===== config.mk =====
export PLATFORM = sky130hd
export DESIGN_NAME = bus_arbiter
export DESIGN_NICKNAME = d
export VERILOG_FILES = /design/src/rtl/bus_arbiter.sv
export SDC_FILE = /design/constraint.sdc
export NUM_CORES = 1
export LEC_CHECK = 0
export CAP_MARGIN = 20
export CORE_MARGIN = 1
export CORE_UTILIZATION = 49
export CTS_BUF_LIST = sky130_fd_sc_hd__clkbuf_4
export DETAILED_ROUTE_END_ITERATION = 12
export PLACE_DENSITY = 0.85
export SLEW_MARGIN = 15
export SYNTH_ARGS = -nofsm -noshare
export SYNTH_HDL_FRONTEND = slang
export SYNTH_SLANG_ARGS = --single-unit

===== constraint.sdc =====
create_clock -name clk -period 2.05 [get_ports clk]
set_input_delay 0.3075 -clock clk [delete_from_list [all_inputs] [get_ports clk]]
set_output_delay 0.3075 -clock clk [all_outputs]
set_load 0.01 [all_outputs]

===== src/rtl/bus_arbiter.sv =====
// bus_arbiter: registered round-robin bus arbiter with burst lock, hold-time preemption and CPU stall.
// Optional per-requester statistics when BUS_ARB_STATS_EN is defined.
module bus_arbiter #(
    parameter int NUM_REQ  = 4,
    parameter int MAX_HOLD = 16,
    parameter int IDW      = $clog2(NUM_REQ)
) (
    input  logic                      clk,
    input  logic                      n_reset,
    input  logic [NUM_REQ-1:0]        req,
    input  logic [NUM_REQ-1:0]        lock,
`ifdef BUS_ARB_STATS_EN
    input  logic                      stats_clr,
    output logic [NUM_REQ-1:0][15:0]  grant_count,
    output logic [15:0]               max_wait,
`endif
    output logic [NUM_REQ-1:0]        grant,
    output logic [IDW-1:0]            grant_id,
    output logic                      bus_busy,
    output logic                      cpu_stall,
    output logic                      preempt
);
    localparam int HW = (MAX_HOLD > 2) ? $clog2(MAX_HOLD) : 1;
    localparam logic [HW-1:0] HOLD_MAX = (MAX_HOLD > 0) ? HW'(MAX_HOLD - 1) : '0;

    typedef enum logic {IDLE, OWNED} state_t;

    state_t             state_q, state_d;
    logic [NUM_REQ-1:0] grant_q, grant_d;
    logic [IDW-1:0]     id_q, id_d, rr_q, rr_d;
    logic [HW-1:0]      hold_q, hold_d;
    logic               preempt_q, preempt_d;
    logic [NUM_REQ-1:0] cand;
    logic [IDW-1:0]     win, idx;
    logic               found, take;

    // The current owner is never a candidate, so a preemption scan skips it.
    always_comb begin
        cand  = req & ~grant_q;
        found = 1'b0;
        win   = '0;
        idx   = '0;
        for (int i = 0; i < NUM_REQ; i++) begin
            idx = IDW'((int'(rr_q) + 1 + i) % NUM_REQ);
            if (!found && cand[idx]) begin
                found = 1'b1;
                win   = idx;
            end
        end
    end

    always_comb begin
        state_d   = state_q;
        grant_d   = grant_q;
        id_d      = id_q;
        rr_d      = rr_q;
        hold_d    = hold_q;
        preempt_d = 1'b0;
        take      = 1'b0;
        if (state_q == IDLE) begin
            take = found;
        end else if (!req[id_q]) begin
            take = found;
            if (!found) begin
                state_d = IDLE;
                grant_d = '0;
            end
        end else if (MAX_HOLD != 0 && hold_q == HOLD_MAX && !lock[id_q] && found) begin
            take      = 1'b1;
            preempt_d = 1'b1;
        end else begin
            hold_d = (hold_q == HOLD_MAX) ? hold_q : hold_q + 1'b1;
        end
        if (take) begin
            state_d = OWNED;
            grant_d = NUM_REQ'(1) << win;
            id_d    = win;
            rr_d    = win;
            hold_d  = '0;
        end
    end

    always_ff @(posedge clk) begin
        if (!n_reset) begin
            state_q   <= IDLE;
            grant_q   <= '0;
            id_q      <= '0;
            rr_q      <= IDW'(NUM_REQ - 1);
            hold_q    <= '0;
            preempt_q <= 1'b0;
        end else begin
            state_q   <= state_d;
            grant_q   <= grant_d;
            id_q      <= id_d;
            rr_q      <= rr_d;
            hold_q    <= hold_d;
            preempt_q <= preempt_d;
        end
    end

    assign grant     = grant_q;
    assign grant_id  = id_q;
    assign bus_busy  = (state_q == OWNED);
    assign preempt   = preempt_q;
    assign cpu_stall = req[0] & ~grant_q[0];

`ifdef BUS_ARB_STATS_EN
    logic [NUM_REQ-1:0][15:0] cnt_q, cnt_d, wait_q, wait_d;
    logic [15:0]              max_q, max_d;

    // A wait counts every edge a requester is seen pending, including the edge that grants it.
    always_comb begin
        cnt_d = cnt_q;
        max_d = max_q;
        for (int i = 0; i < NUM_REQ; i++)
            wait_d[i] = (req[i] & ~grant_q[i]) ? ((wait_q[i] == 16'hFFFF) ? wait_q[i] : wait_q[i] + 16'd1) : 16'd0;
        if (take) begin
            cnt_d[win]  = (cnt_q[win] == 16'hFFFF) ? cnt_q[win] : cnt_q[win] + 16'd1;
            max_d       = (wait_d[win] > max_q) ? wait_d[win] : max_q;
            wait_d[win] = 16'd0;
        end
        if (stats_clr) begin
            cnt_d  = '0;
            wait_d = '0;
            max_d  = '0;
        end
    end

    always_ff @(posedge clk) begin
        if (!n_reset) begin
            cnt_q  <= '0;
            wait_q <= '0;
            max_q  <= '0;
        end else begin
            cnt_q  <= cnt_d;
            wait_q <= wait_d;
            max_q  <= max_d;
        end
    end

    assign grant_count = cnt_q;
    assign max_wait    = max_q;
`endif
endmodule


# Word-level counts from Yosys, hierarchy flattened

Index checks and enable logic that the tools add are counted.

Register bits after elaboration: 14
Input bits: 10
Output and inout bits: 9

Add/sub/neg operators: 5
$lt $le $gt $ge: 5
Equality and inequality tests: 3
Shift-type cells: 1
Muxes and demuxes: 31
Bitwise logic cells: 7
Reduce and logical (&&, ||, !) cells: 14

Operator list:

| kind                                                                          | count |
|---|---|
| 1-bit 2-to-1 mux                                                              | 17 |
| 4-bit 2-to-1 mux                                                              | 4 |
| 2-bit by 3-bit less-than comparator with 1-bit output (second input constant) | 5 |
| 1-bit binary-select mux with 2-bit select                                     | 6 |
| 2-bit 2-to-1 mux                                                              | 4 |
| 2-bit adder (second input constant)                                           | 3 |
| 3-bit AND reduction                                                           | 2 |
| 1-bit logical AND                                                             | 5 |
| 4-bit by 1-bit adder with 4-bit output (second input constant)                | 1 |
| 4-bit bitwise AND                                                             | 1 |
| 4-bit equality test (second input constant)                                   | 1 |
| 1-bit logical NOT                                                             | 4 |
| 1-bit inverter                                                                | 4 |
| 4-bit inverter                                                                | 1 |
| 4-bit AND reduction                                                           | 1 |
| 1-bit by 2-bit << shifter with 4-bit output (first input constant)            | 1 |
| 2-bit by 1-bit adder with 2-bit output (second input constant)                | 1 |
| 2-bit by 1-bit != test with 1-bit output (second input constant)              | 1 |
| 2-bit != test (second input constant)                                         | 1 |
| 2-bit nonzero test                                                            | 1 |
| 2-bit OR reduction                                                            | 1 |
| 1-bit bitwise AND                                                             | 1 |

# Depth between registers and ports, before layout

Gate-level depths: netlist of run 1.

Depth in word-level cells: 20
Gate-level depth with buffers: 6
Gate-level depth less buffers: 6

# Worst setup path before layout of run 1

No wires, ideal clock.

Kind: flip-flop to flip-flop
Start point: reg id_q[1], in the netlist grant_id[1]
End point: reg rr_q[0]
Library setup time: 0.114 ns
Data arrival time: 1.682 ns
Data required time: 1.936 ns
Setup slack: 0.253 ns
Stages on the path, launching flop included: 6
Buffers on the path: 1
Period minus slack after synthesis: 1.797 ns
Path through: dfxtp_1 -> mux4_2 -> and2_4 -> buf_6 -> a211o_1 -> a21bo_1

Longest elaborated chain between the ends: 8
Elaborated cells between the ends (all ways): 10
Classes of those cells: mux: 7; reduce/logical: 3

RTL lines:

| what                                      | line | text |
|---|---|---|
| start: declaration                        | 30   | `logic [IDW-1:0] id_q, id_d, rr_q, rr_d;` |
| start signal: assignment                  | 94   | `id_q <= id_d;` |
| 1-bit binary-select mux with 2-bit select | 68   | `end else if (MAX_HOLD != 0 && hold_q == HOLD_MAX && !lock[id_q] && found) begin` |
| 1-bit 2-to-1 mux (not written as such)    | 68   |  |
| 1-bit logical NOT                         | 68   |  |
| 1-bit logical AND (2 in series)           | 68   |  |
| 1-bit 2-to-1 mux                          | 68   |  |
| 1-bit 2-to-1 mux *                        | 62   | `end else if (!req[id_q]) begin` |
| 1-bit 2-to-1 mux *                        | 60   | `if (state_q == IDLE) begin` |
| end signal: assignment                    | 88   | `rr_q <= IDW'(NUM_REQ - 1);` |
| end signal: assignment                    | 95   | `rr_q <= rr_d;` |
| end: declaration                          | 30   |  |

Every way passes the cells marked *; elsewhere a longest branch is shown, timed or not. The select of a mux whose other input is x is not followed.
A chain may end at the register's enable or synchronous reset.

# Worst setup path after layout of run 1

Start point: in req[0]
End point: out cpu_stall

Longest elaborated chain between the ends: 1

RTL lines:

| what               | line | text |
|---|---|---|
| start: declaration | 10   | `input logic [NUM_REQ-1:0] req,` |
| 1-bit bitwise AND  | 105  | `assign cpu_stall = req[0] & ~grant_q[0];` |
| end: declaration   | 20   | `output logic cpu_stall,` |

No other way between the ends.

==> reports/results.txt, run 1 <==
Vias per cell = 5.92
Yosys top cell by area = dfxtp_1
Initial antenna violation count = 0
Most used routing layer = met2
Setup violators final = 0
Synthesis Warnings = 0
Post-synth EDFFs = 0
I/O pin cnt = 19
Min-Delay Path Class = flop to flop
Layout area overhead = 33.1%
Top cells by area, synth = dfxtp_1 (37%), mux4_2 (6.0%), nand2_1 (5.5%)
Post-synthesis xor/xnor area fraction = 0.0116
HP Start = hold_q[1]$_SDFFE_PP0P_
Met2 Track Usage GR = 0.453
GRT Overall Usage = 0.276
Critical path class = primary input to output port
Pre-CTS WS = -0.0120 ns
Clock Latency Late Sink = 0.28 ns
Syn Inst Count = 84
Final HPWL DP = 1400 um
Fmax = 520 MHz
CTS clk-pin slew, worst paths = 0.08 ns
CTS Root Cell = clkbuf_4
Floorplan die height = 41.2 um
Status = complete, no violations
Adder-Cell Fraction of Synth Area = 0.0166
Layout cell share with drive strength beyond 1 = 0.157
Starting Density = 0.550
Compound-Gate Fraction of Synth Area = 0.251
Detailed-route via count = 728
Fin Setup TNS = 0 ns
Startpoint Class = primary input
Clock power frac = 0.190
Mux share of post-synthesis cell area = 0.0599
Power Total = 0.811 mW
GR Layer Usage met1 = 0.299
Critical Path AT = 1.61 ns
Maximum VDD drop = 0.596 mV
Seq cells post-synth = 14
Worst-path fanout max = 6
Pin count of the biggest net entering global routing = 14
Combinational fraction of design power = 0.386
Hold Buf Count CTS = 0
Synth top cells by count = dfxtp_1 (14), nand2_1 (11), nor2b_1 (5)
Post-synthesis async set-or-reset flop share = 0
Final hold vios = 0
H-tree levels = 1
Crit path launch = req[0]
Final Skew = 0.00321 ns
PwrDens = 810 nW/um2
Post-Synthesis Cell Area = 752 um2
Syn_nets = 95
Final setup margin = 0.129 ns
Net Sw Power = 0.267 mW
Number of buffers created by CTS = 3
Top_reg_cell synth = dfxtp_1
Worst slew pin tran = 0.440 ns
Die area = 1700 um2
Simple-gate area share of the yosys netlist = 0.251
CTS tree = done
Power share of the sequential group = 0.424
Postcts setup bufs = 0
Internal power = 0.545 mW
Unrepaired setup endpoints after global routing = false
Crit path capture type = output port
Residual DRC = 0
Crit Reg-Reg Startpoint = grant_id[0]$_SDFFE_PN0P_
1st-pass router iterations = 4
Iter 0 DRT Violations = 13
Cell Rows = 13
Fin crit share = 0.937
Sw Ratio = 0.329
TritonCTS Sinks = 14
RePlAce Congestion = 0.929
Largest family of logic cells by synthesized area = compound AO/OA/AOI/OAI gates
Share of the synthesized area in the top cell type = 0.373
Syn_area_per_cell = 8.95 um2
Final WL = 1800 um
Leakage = 0.372 nW
GRT overflow = 0
Netlist cell types = 36
PortBufs = 18
Slew HR = 0.706
Wire length per cell = 14.7 um
Sequential share of the synthesized area = 0.373
Die X = 41.2 um
Met3 track demand over resource = 0.0870
Antenna diodes = 0
First-pass GRT wire length = 2900 um
Routed Antenna Nets = 0
Max-cap violations = 0
Most common cell in the netlist = dfxtp_1
WHS = 0.505 ns
Nets = 121
Max Buffers Root-to-Sink = 2
Slew Limit Fails = 0
Minimum clock period = 1.92 ns
Core ar. = 1370 um2
Required @ worst endpoint = 1.74 ns
Fill count = 115
Number of global-route vias before repair = 693
## logic make-up (layout without fill, tap and decap cells)
| kind of cell | count (synthesis) | count (layout) |
|---|---|---|
| buffers and inverters | 5 | 29 |
| multiplexers | 2 | 2 |
| AO/OA/AOI/OAI | 25 | 25 |
| XOR/XNOR | 1 | 1 |
| adder cells (fa/ha/maj) | 1 | 1 |
| AND/OR/NAND/NOR | 36 | 36 |
| flip-flops | 14 | 14 |
## layout by cell type (no fill, tap or decap), drive strengths merged, types with 3 or more instances in the layout
master | Yosys | routed
nand2 | 11 | 11
nand2b | 4 | 4
nand3 | 4 | 4
a21oi | 4 | 4
nor2b | 5 | 5
clkdlybuf4s50 | 0 | 18
dfxtp | 14 | 14
clkbuf | 2 | 3
nor2 | 4 | 4
o22ai | 4 | 4
buf | 1 | 6
o21ai | 4 | 4
## timing repair
| action | CTS | global route |
|---|---|---|
| gates resized for setup | 0 | 1 |
| setup endpoints to repair | 0 | 1 |
| hold endpoints to repair | 0 | 0 |
## flip-flops by register name (all words and copies together) (netlist names)
signal	count
bus_busy	1
grant	4
grant_id	2
hold_q	4
preempt	1
rr_q	2
## per-stage QoR
stage,std cells,area [um2],utilization
5_1_grt,123,1000,0.733
6_report,123,1000,0.733
3_5_place_dp,120,976,0.714
2_1_floorplan,84,752,-
4_1_cts,123,998,0.731
3_3_place_gp,120,976,0.714
## path summary, 6_finish.rpt
check / endpoint / slack (ns) / cells past startpoint
setup / recovery: cpu_stall / 0.13 / 3
hold / removal: hold_q[1]$_SDFFE_PP0P_ / 0.50 / 2
setup reg to reg: grant[3]$_SDFFE_PN0P_ / 0.16 / 5
hold reg to reg: hold_q[1]$_SDFFE_PP0P_ / 0.50 / 2
## worst max-delay path: stages
cell	delay [ns]
clkdlybuf4s50_1	0.48
nor2b_2	0.25
clkdlybuf4s50_1	0.58
## layer usage
layer,vias up,share of wire
met4,0,0.025
met2,23,0.50
met3,7,0.047
met1,341,0.43
li1,357,-
met5,-,0
## power groups by stage
stage	sequential [mW]	clock [mW]	combinational (mW)
floorplan	0.353	0	0.175
global placement	0.347	0	0.303
detailed placement	0.349	0	0.307
CTS	0.342	0.158	0.310
global route	0.350	0.170	0.338
finish	0.344	0.154	0.313
## cell type report
| type | count | area, um2 | area share |
|---|---|---|---|
| tap | 15 | 18.8 | 0.0188 |
| clock buffer | 3 | 22.5 | 0.0225 |
| inverter | 2 | 7.51 | 0.00750 |
| timing repair buffer | 24 | 225 | 0.225 |
| sequential | 14 | 280 | 0.280 |
| multi-input combinational | 65 | 447 | 0.446 |
(Power assumes the default switching activity.)
==> run 2, diff against run 1 <==
--- a/config.mk
+++ b/config.mk
@@ -11,6 +11,7 @@
 export CTS_BUF_LIST = sky130_fd_sc_hd__clkbuf_4
 export DETAILED_ROUTE_END_ITERATION = 12
 export PLACE_DENSITY = 0.85
+export SKIP_LAST_GASP = 1
 export SLEW_MARGIN = 15
 export SYNTH_ARGS = -nofsm -noshare
 export SYNTH_HDL_FRONTEND = slang
==> results of run 2 <==
No change in the layout: final DEF, timing and power equal those of run 1.
